--- config.mk ---
export PLATFORM = sky130hd
export DESIGN_NAME = fetch_ctrl
export DESIGN_NICKNAME = d
export VERILOG_FILES = /design/src/rtl/rv32i_pkg.sv /design/src/rtl/fetch_buf.sv /design/src/rtl/fetch_ctrl.sv
export SDC_FILE = /design/constraint.sdc
export NUM_CORES = 1
export LEC_CHECK = 0
export ABC_CLOCK_PERIOD_IN_PS = 14200
export CELL_PAD_IN_SITES_DETAIL_PLACEMENT = 1
export CELL_PAD_IN_SITES_GLOBAL_PLACEMENT = 2
export CORE_MARGIN = 2
export CORE_UTILIZATION = 36
export CTS_CLUSTER_DIAMETER = 120
export DETAILED_ROUTE_END_ITERATION = 6
export HOLD_SLACK_MARGIN = 0.08
export MAX_ROUTING_LAYER = met4
export PLACE_DENSITY_LB_ADDON = 0.1
export SETUP_SLACK_MARGIN = 0.15
export SLEW_MARGIN = 10
export SYNTH_ARGS = -nofsm -noshare
export SYNTH_HDL_FRONTEND = slang
export SYNTH_SLANG_ARGS = --single-unit
--- constraint.sdc ---
create_clock -name clk -period 14.2 [get_ports clk]
set_clock_uncertainty 0.15 [all_clocks]
set_input_delay 3.55 -clock clk [delete_from_list [all_inputs] [get_ports clk]]
set_output_delay 3.55 -clock clk [all_outputs]
set_load 0.01 [all_outputs]
--- src/rtl/rv32i_pkg.sv ---
// Shared RV32I front-end definitions: datapath width, default boot address
// and the {pc, inst} entry carried between fetch and decode.
package rv32i_pkg;

    localparam int XLEN = 32;
    localparam logic [XLEN-1:0] RESET_PC_DEFAULT = 32'h0000_0000;

    typedef struct packed {
        logic [XLEN-1:0] pc;
        logic [XLEN-1:0] inst;
    } fetch_entry_t;

    function automatic logic [XLEN-1:0] align_word(input logic [XLEN-1:0] addr);
        return {addr[XLEN-1:2], 2'b00};
    endfunction

endpackage

--- src/rtl/fetch_buf.sv ---
// Two-entry FIFO of fetched {pc, inst} entries between memory return and decode.
module fetch_buf
    import rv32i_pkg::*;
(
    input  logic         clk,
    input  logic         rst,
    input  logic         push,
    input  fetch_entry_t push_data,
    input  logic         pop,
    input  logic         flush,
    output fetch_entry_t head,
    output logic         full,
    output logic         empty,
    output logic [1:0]   count
);

    fetch_entry_t entries [2];
    logic         rd_ptr;
    logic         wr_ptr;
    logic         do_push;
    logic         do_pop;

    assign empty   = (count == 2'd0);
    assign full    = (count == 2'd2);
    assign do_pop  = pop && !empty;
    assign do_push = push && (!full || do_pop);
    assign head    = entries[rd_ptr];

    always_ff @(posedge clk) begin
        if (rst || flush) begin
            rd_ptr <= 1'b0;
            wr_ptr <= 1'b0;
            count  <= 2'd0;
        end else begin
            if (do_push) begin
                wr_ptr <= ~wr_ptr;
            end
            if (do_pop) begin
                rd_ptr <= ~rd_ptr;
            end
            if (do_push && !do_pop) begin
                count <= count + 2'd1;
            end else if (do_pop && !do_push) begin
                count <= count - 2'd1;
            end
        end
    end

    // Storage needs no reset: occupancy alone decides what is valid.
    always_ff @(posedge clk) begin
        if (do_push) begin
            entries[wr_ptr] <= push_data;
        end
    end

endmodule

--- src/rtl/fetch_ctrl.sv ---
// Instruction fetch controller: drives a synchronous-read instruction memory,
// buffers returned words and hands them to decode with valid/ready.
module fetch_ctrl
    import rv32i_pkg::*;
#(
    parameter logic [XLEN-1:0] RESET_PC  = RESET_PC_DEFAULT,
    parameter int unsigned     MEM_WORDS = 'h6000
) (
    input  logic            clk,
    input  logic            rst,
    output logic [XLEN-1:0] mem_addr,
    input  logic [XLEN-1:0] mem_rdata,
    input  logic            redirect_valid,
    input  logic [XLEN-1:0] redirect_pc,
    output logic            inst_valid,
    input  logic            inst_ready,
    output logic [XLEN-1:0] inst,
    output logic [XLEN-1:0] inst_pc,
    output logic            fetch_err
);

    logic [XLEN-1:0] pc;
    logic [XLEN-1:0] inflight_pc;
    logic            inflight;
    logic            oob_flagged;
    logic            err_q;

    fetch_entry_t    head;
    fetch_entry_t    push_entry;
    logic            buf_full;
    logic            buf_empty;
    logic [1:0]      buf_count;

    logic            pop;
    logic            buf_pop;
    logic            push;
    logic            oob;
    logic            issue;
    logic [2:0]      occ;

    assign mem_addr  = pc;
    assign fetch_err = err_q;

    assign oob = ({2'b00, pc[XLEN-1:2]} >= XLEN'(MEM_WORDS));

    // An empty buffer lets the returning word go straight to decode, which
    // is what gives first-instruction-one-cycle-after-address latency.
    always_comb begin
        inst_valid = 1'b0;
        inst       = '0;
        inst_pc    = '0;
        if (!buf_empty) begin
            inst_valid = 1'b1;
            inst       = head.inst;
            inst_pc    = head.pc;
        end else if (inflight) begin
            inst_valid = 1'b1;
            inst       = mem_rdata;
            inst_pc    = inflight_pc;
        end
    end

    assign pop        = inst_valid && inst_ready;
    assign buf_pop    = pop && !buf_empty;
    assign push_entry = '{pc: inflight_pc, inst: mem_rdata};
    assign push       = inflight && !redirect_valid && !(buf_empty && inst_ready)
                        && (!buf_full || buf_pop);

    // Issue only if every word already owed to us still has a slot next cycle.
    assign occ   = {1'b0, buf_count} + {2'b00, inflight} - {2'b00, pop};
    assign issue = !oob && (occ <= 3'd1);

    always_ff @(posedge clk) begin
        if (rst) begin
            pc          <= RESET_PC;
            inflight    <= 1'b0;
            inflight_pc <= '0;
            oob_flagged <= 1'b0;
            err_q       <= 1'b0;
        end else if (redirect_valid) begin
            pc          <= align_word(redirect_pc);
            inflight    <= 1'b0;
            oob_flagged <= 1'b0;
            err_q       <= (redirect_pc[1:0] != 2'b00);
        end else begin
            err_q <= oob && !oob_flagged;
            if (oob) begin
                oob_flagged <= 1'b1;
            end
            if (issue) begin
                pc          <= pc + 32'd4;
                inflight    <= 1'b1;
                inflight_pc <= pc;
            end else begin
                inflight <= 1'b0;
            end
        end
    end

    fetch_buf u_buf (
        .clk       (clk),
        .rst       (rst),
        .push      (push),
        .push_data (push_entry),
        .pop       (buf_pop),
        .flush     (redirect_valid),
        .head      (head),
        .full      (buf_full),
        .empty     (buf_empty),
        .count     (buf_count)
    );

endmodule
======== After elaboration in Yosys (flattened, before gate mapping) ========
Memories as Yosys holds them, arrays and structs flattened. A register that Yosys moved wholly into a read port is not among the register bits.
Index checks and enable logic that the tools add are counted.
storage, ports and cells
  word-level logic and storage cells ...... 66
  output and inout port bits .............. 98
  bits in registers ....................... 71
  RAM bits ................................ 128
  memories kept ........................... 1
  input port bits ......................... 68
memories
  memory         words  bits a word  read ports  clocked after memory_dff  write ports  line             RTL
  u_buf.entries  2      64           1           1                         1            fetch_buf.sv:17  fetch_entry_t entries [2];
cells by class
  add/sub/neg operators ................... 5
  $lt $le $gt $ge ......................... 2
  equal/unequal tests ..................... 1
  bitwise gates (word level) .............. 3
  reduce and logical (&&, ||, !) cells .... 29
  muxes and demuxes ....................... 16
operators by type and width
  kind                     number
  $mux W32                 6
  $add A32 B3 Y32 const B  1
  $ge A30 B15 Y1 const B   1
  $logic_and A1 B1 Y1      12
  $logic_not A1 Y1         8
  $mux W1                  8
  $reduce_bool A2 Y1       3
  $mux W2                  2
  $add A2 B1 Y3            1
  $le A3 B1 Y1 const B     1
  $logic_or A1 B1 Y1       3
  $not A1 Y1               3
  $sub A3 B1 Y3            1
  $add A2 B1 Y2 const B    1
  $eq A2 B2 Y1 const B     1
  $logic_not A2 Y1         1
  $reduce_and A2 Y1        1
  $reduce_or A2 Y1         1
  $sub A2 B1 Y2 const B    1

======== Logic depth before layout (Yosys ltp) ========
Gate-level depths: netlist (run 1).
  depth after elaboration ................. 11
  gate-level depth with buffers ........... 14
  depth with buffers taken out ............ 11

======== By module ========
A second synthesis (run 1) with hierarchy kept.
second synthesis, totals
  cell total of the unflattened synthesis .. 721
  area total of the unflattened synthesis .. 8401.8 um^2
by module, submodules not included
  module      times used  area an instance (um^2)  sequential area each (um^2)  cells each
  fetch_buf   1           4853.4                   3943.8                       226
  fetch_ctrl  1           3548.4                   1261.2                       495

======== Worst setup path before layout (run 1) ========
Ideal clock, no wire load.
  path kind ............................... input to output
  start ................................... input mem_rdata[31]
  end ..................................... output inst[31]
  stages on the path ...................... 2
  buffers on the path ..................... 0
  setup slack ............................. 6.748 ns
  data required time ...................... 10.500 ns
  arrival ................................. 3.752 ns
  cells stage by stage .................... nand3_1 -> o21ai_0
on the way
  cells in the longest elaborated chain, start to end .. 2
ends and longest elaborated chain
  item         line              RTL
  from (decl)  fetch_ctrl.sv:12  input logic [XLEN-1:0] mem_rdata,
  $mux W32     fetch_ctrl.sv:56  end else if (inflight) begin
  $mux W32     fetch_ctrl.sv:52  if (!buf_empty) begin
  to (decl)    fetch_ctrl.sv:17  output logic [XLEN-1:0] inst,
Every way passes these cells.

======== Final worst setup path (run 1) ========
  start ................................... input mem_rdata[5]
  end ..................................... output inst[5]
The elaborated chain is that of the path after synthesis.

==> results of run 1 <==
==> synth_stat cells (2+ instances only) <==
cell	number
nand3_1	76
nor3b_1	7
inv_1	12
and3_1	2
o211ai_1	2
a22o_1	2
mux2i_1	77
ha_1	5
a21oi_1	20
o31ai_1	20
nand2_1	10
clkbuf_1	30
nand4_1	26
xor2_1	3
xnor2_1	3
edfxtp_1	124
dfxtp_1	68
a311oi_1	4
buf_4	5
or3_1	3
nor2_1	30
a31oi_1	3
nor3_1	8
nor4_1	7
a211o_1	4
or4_1	2
and4_1	6
buf_2	14
buf_1	14
and2_1	18
nor4_4	2
o21ai_0	67
==> routing by layer <==
metal,share of wire [%],vias up
li1,-,2868
met1,45,2981
met2,50,134
met3,3.5,18
met4,1.2,0
met5,0,-
==> worst max-delay path: stages <==
cell and delay [ns]:
clkdlybuf4s50_1 0.51, nand3_1 0.08, o21ai_0 0.17, clkdlybuf4s50_1 0.63
==> state kept, by name, summed over array words and instances (netlist names), named ones only <==
name and cells:
u_buf.entries 124, inflight_pc 30, mem_addr 30, u_buf.count 2, fetch_err 1, inflight 1, oob_flagged 1, u_buf.rd_ptr 1
u_buf.wr_ptr 1
==> area by class of cell <==
type	count	area (µm²)	area share, %
clock buffer	17	425	4.02
inverter	13	48.8	0.461
tap	285	357	3.37
multi-input combinational	426	2860	27.0
timing repair buffer	171	1680	15.8
sequential	192	5090	48.0
clock inverter	15	139	1.31
==> power groups by stage <==
stage,clock (mW),sequential [mW],combinational [mW]
floorplan,0,0.621,0.0407
global placement,0,0.621,0.0880
detailed placement,0,0.621,0.0908
CTS,0.476,0.609,0.0912
global route,0.500,0.610,0.0978
finish,0.463,0.608,0.0899
==> metrics by stage <==
step	total power [mW]	util (%)	cell area, µm²	hold WS (ns)	setup WS (ns)
after detailed placement	0.712	44.4	10000	0.310	5.59
final	1.16	46.9	10600	0.325	5.56
after floorplan	0.662	-	8240	0.289	6.75
after CTS	1.18	46.9	10600	0.326	5.58
after global routing	1.21	46.9	10600	0.354	5.51
after global placement	0.709	44.4	10000	0.300	5.58
==> final timing paths <==
kind                                       from              endpoint  depth (start not counted)
worst max-delay path               mem_rdata[5]               inst[5]                          4
worst min-delay path            inflight_pc[21]  u_buf.entries[0][53]                          0
worst max register to register         inflight           mem_addr[5]                         13
worst min register to register  inflight_pc[21]  u_buf.entries[0][53]                          0
==> kinds of logic after synthesis <==
family / Yosys count / share of synthesized area, %
buf+inv: 76 / 3.91
fa+ha+maj: 6 / 1.00
flops: 192 / 61.8
other cells: 1 / 0.0456
mux: 77 / 9.36
simple gates: 201 / 13.6
compound gates: 132 / 9.70
xor+xnor: 6 / 0.639
==> metrics.csv, run 1 <==
stage,metric,value,unit
status,outcome,"finished, final reports clean",
route,wl,21000,µm
logic_synthesis,synth_top_area_cell,edfxtp_1,
route,vias_per_cell,5.36,
timing,final_max_slew_viol_count,0,
route,ant_nets,0,
power_and_ir_drop,p_int,0.875,mW
finish,antenna_cells,0,
critical_path,critical_path_class,in2out,
die,num_io_pins,166,
die,dieHeight,155,µm
logic_synthesis,seq_area_frac_synth,61.8,%
critical_path,arrival,4.94,ns
critical_path,end_kind,output pin,
cts,clockBufferDepth,2,
global_route,grt-busiest-layer,met2,
cts,cts_tree,yes,
route,drtPass1Iterations,4,
power_and_ir_drop,p_per_area,110,nW/µm²
route,drt_iter0_drc,239,
placement,gp_congestion,0.768,
finish,drive_gt1_share,6.47,%
global_route,antenna_found_initial,0,
power_and_ir_drop,seq_power_share,52.4,%
cts,root_buffer,clkbuf_16,
route,drc,0,
timing,fin_crit,8.64,ns
job,cap_violations,0,
logic_synthesis,syn_avg_cell_area,11.9,µm²
critical_path,rrSetupSlack,10.49,ns
die,fp.dieW,155,µm
logic_synthesis,synthTopCellsByArea,"edfxtp_1 (45%), dfxtp_1 (17%), mux2i_1 (9.4%)",
logic_synthesis,netlist_area,8230,µm²
critical_path,startpoint_type,primary input,
power_and_ir_drop,leakage,3.30,nW
cts,hold_buffers,0,
placement,hpwl,12800,µm
timing,finalCritPeriodShare,60.8,%
cts,clk_latency,0.44,ns
cts,cts_buffers,17,
min_path,hp-class,reg2reg,
finish,final_common_cell,clkdlybuf4s50_1,
timing,fmax,116,MHz
timing,slew_headroom,24.2,%
global_route,grt_max_degree,125,
power_and_ir_drop,ir_drop,0.0000642,V
finish,nets,895,
critical_path,cp.required,10.50,ns
logic_synthesis,ys_ff_latch,192,
cts,cts_sinks,192,
logic_synthesis,async_flop_share,0,%
cts,cts.reportedPaths.clkPinSlew,0.07,ns
cts,ctsHtreeMaxLevel,4,
logic_synthesis,synth_cell_types,49,
logic_synthesis,yosys.area.top_type_share,45.2,%
power_and_ir_drop,swShare,24.7,%
finish,final_cell_mix,"clkdlybuf4s50_1 (159), edfxtp_1 (124), mux2i_1 (77)",
global_route,globalRouteTotalUtil,18.4,%
logic_synthesis,syn-instance-count,691,
global_route,grt_use_met2,31.4,%
die,die_area,24100,µm²
cts,ctsResizeCount,0,
critical_path,critPathMaxFanout,3,
global_route,gr-total-overflow,0,
timing,hold_violations,0,
die,rows,55,
global_route,grt_pass1_wl,34000,µm
global_route,grt.met1_usage,22.3,%
placement,placement.io_buffers,161,
timing,rsz0062_at_grt,no,
global_route,grt_pass1_vias,6339,
finish,area_growth,28.7,%
power_and_ir_drop,power_switching,0.287,mW
logic_synthesis,synth-main-ff-cell,edfxtp_1,
die,start_util,36.5,%
timing,timing.setup.tns,0,ns
logic_synthesis,ys_warn_count,0,
global_route,met3_usage,4.01,%
logic_synthesis,synth_edf_count,124,
timing,worstMarginPinSlew,1.14,ns
route,wl_per_cell,18.8,µm
power_and_ir_drop,pwr-share-comb,7.7,%
finish,fin_cells,1119,
die,core_area,22600,µm²
cts,cts_setup_buffers,0,
placement,dp_cells,1087,
finish,fillers,2335,
power_and_ir_drop,clkPwrFrac,39.9,%
route,num_vias,6001,
timing,setup_viol,0,
Note: power is estimated with default switching activity, not from simulation.
==> run 2, diff against run 1 <==
--- a/config.mk
+++ b/config.mk
@@ -5,11 +5,11 @@
 export SDC_FILE = /design/constraint.sdc
 export NUM_CORES = 1
 export LEC_CHECK = 0
-export ABC_CLOCK_PERIOD_IN_PS = 14200
+export ABC_CLOCK_PERIOD_IN_PS = 8400
 export CELL_PAD_IN_SITES_DETAIL_PLACEMENT = 1
 export CELL_PAD_IN_SITES_GLOBAL_PLACEMENT = 2
 export CORE_MARGIN = 2
-export CORE_UTILIZATION = 36
+export CORE_UTILIZATION = 34
 export CTS_CLUSTER_DIAMETER = 120
 export DETAILED_ROUTE_END_ITERATION = 6
 export HOLD_SLACK_MARGIN = 0.08
==> constraint.sdc (replaced) <==
create_clock -name clk -period 8.4 [get_ports clk]
set_clock_uncertainty 0.15 [all_clocks]
set_input_delay 2.1 -clock clk [delete_from_list [all_inputs] [get_ports clk]]
set_output_delay 2.1 -clock clk [all_outputs]
set_load 0.01 [all_outputs]
==> metrics.csv, run 2 (same netlist as run 1, synthesis figures left out) <==
stage,metric,value,unit
timing,timing.setup.tns,0,ns
die,dieHeight,160,µm
finish,final_common_cell,clkdlybuf4s50_1,
critical_path,path_delay_family,buffers and inverters,
critical_path,end_kind,output pin,
min_path,hold_start,inflight_pc[26],
placement,gp_congestion,0.739,
timing,finalCritPeriodShare,67.7,%
die,num_io_pins,166,
critical_path,crit_path_start,mem_rdata[14],
timing,fmax,176,MHz
die,start_util,34.9,%
critical_path,critical_path_class,in2out,
finish,area_growth,29.4,%
die,fp.dieW,160,µm
job,cap_violations,0,
finish,nets,895,
critical_path,startpoint_type,primary input,
placement,dpl_cell_area,10100,µm²
timing,rsz0062_at_grt,no,
cts,clockBufferDepth,2,
cts,cts_tree,yes,
die,core_area,23600,µm²
route,drt_iter0_drc,236,
cts,ctsResizeCount,0,
critical_path,path_cells,clkdlybuf4s50_1 > nand3_1 > o21ai_0 > clkdlybuf4s50_1,
global_route,grt_pass1_vias,6308,
cts,clk_latency,0.43,ns
critical_path,regToRegStartpoint,inflight,
die,die_area,25500,µm²
route,ant_nets,0,
status,outcome,"finished, final reports clean",
critical_path,cp.required,6.15,ns
critical_path,slowest_delay,0.59,ns
timing,worstMarginPinSlew,1.06,ns
cts,cts_setup_buffers,0,
timing,setup_viol,0,
route,wl,21000,µm
route,drtPass1Iterations,4,
critical_path,slowest_stage,clkdlybuf4s50_1,
global_route,antenna_found_initial,0,
cts,cts_sinks,192,
critical_path,cpMostUsedCell,clkdlybuf4s50_1,
min_path,hp-class,reg2reg,
timing,hold_violations,0,
timing,slew_headroom,29.3,%
finish,antenna_cells,0,
global_route,globalRouteTotalUtil,17.2,%
finish,fillers,2524,
placement,dp_cells,1121,
placement,pre_cts_ws,2.69,ns
cts,ctsHtreeMaxLevel,4,
power_and_ir_drop,ir_drop,0.000115,V
die,rows,56,
finish,top_register,u_buf.entries,
timing,holdWs,0.329,ns
global_route,gr-total-overflow,0,
route,vias_per_cell,5.15,
route,num_vias,5935,
critical_path,worstPathBufferInverterCount,2,
placement,placement.io_buffers,161,
power_and_ir_drop,leakage,3.30,nW
finish,drive_gt1_share,6.24,%
cts,cts_buffers,17,
finish,fin_area,10600,µm²
cts,hold_buffers,0,
power_and_ir_drop,p_per_area,184,nW/µm²
timing,setup_ws,2.72,ns
critical_path,arrival,3.43,ns
global_route,grt_max_degree,87,
placement,hpwl,13200,µm
global_route,grt_pass1_wl,34000,µm
timing,final_max_slew_viol_count,0,
timing,fin_crit,5.68,ns
finish,final_cell_mix,"clkdlybuf4s50_1 (159), edfxtp_1 (124), mux2i_1 (77)",
cts,cts.reportedPaths.clkPinSlew,0.08,ns
finish,fin_cells,1153,
route,drc,0,
cts,root_buffer,clkbuf_16,
critical_path,critPathMaxFanout,3,
finish,largest_reg_flops,124,
route,wl_per_cell,18.2,µm
-- run 2: final timing paths --
check	endpoint	slack, ns	cells past startpoint
hold / removal	u_buf.entries[0][58]	0.33	0
setup reg to reg	inflight_pc[17]	4.66	14
hold reg to reg	u_buf.entries[0][58]	0.33	0
setup / recovery	inst[14]	2.72	4
-- run 2: per-layer routing --
| layer | track usage, % | share of wire (%) | up-vias | routed length, µm |
|---|---|---|---|---|
| li1 | - | - | 2869 | - |
| met1 | 21.2 | 45 | 2912 | 9520 |
| met2 | 28.9 | 50 | 135 | 10600 |
| met3 | 3.18 | 3.5 | 19 | 727 |
| met4 | 4.92 | 1.1 | 0 | 221 |
| met5 | - | 0 | - | 0 |
-- run 2: area by class of cell --
| cell class | count | area, µm² | share of cell area [%] |
|---|---|---|---|
| clock inverters | 14 | 145 | 1.36 |
| clock buffers | 18 | 429 | 4.03 |
| flip-flops and latches | 192 | 5090 | 47.8 |
| repair buffers | 171 | 1680 | 15.7 |
| well taps | 319 | 399 | 3.75 |
| inverters | 13 | 48.8 | 0.458 |
| multi-input cells | 426 | 2860 | 26.9 |
-- run 2: report_power, final --
part | internal, mW | switching (mW) | leakage (nW) | total (mW)
clock network | 0.397 | 0.385 | 0.282 | 0.782
logic | 0.0737 | 0.0781 | 1.47 | 0.152
registers | 1.01 | 0.0182 | 1.55 | 1.03
total | 1.48 | 0.481 | 3.30 | 1.96
-- run 2: through the flow --
| step | util (%) | power [mW] |
|---|---|---|
| after CTS | 45.1 | 1.99 |
| after floorplan | - | 1.12 |
| after global placement | 42.7 | 1.20 |
| final | 45.1 | 1.96 |
| after detailed placement | 42.7 | 1.20 |
| after global routing | 45.1 | 2.04 |
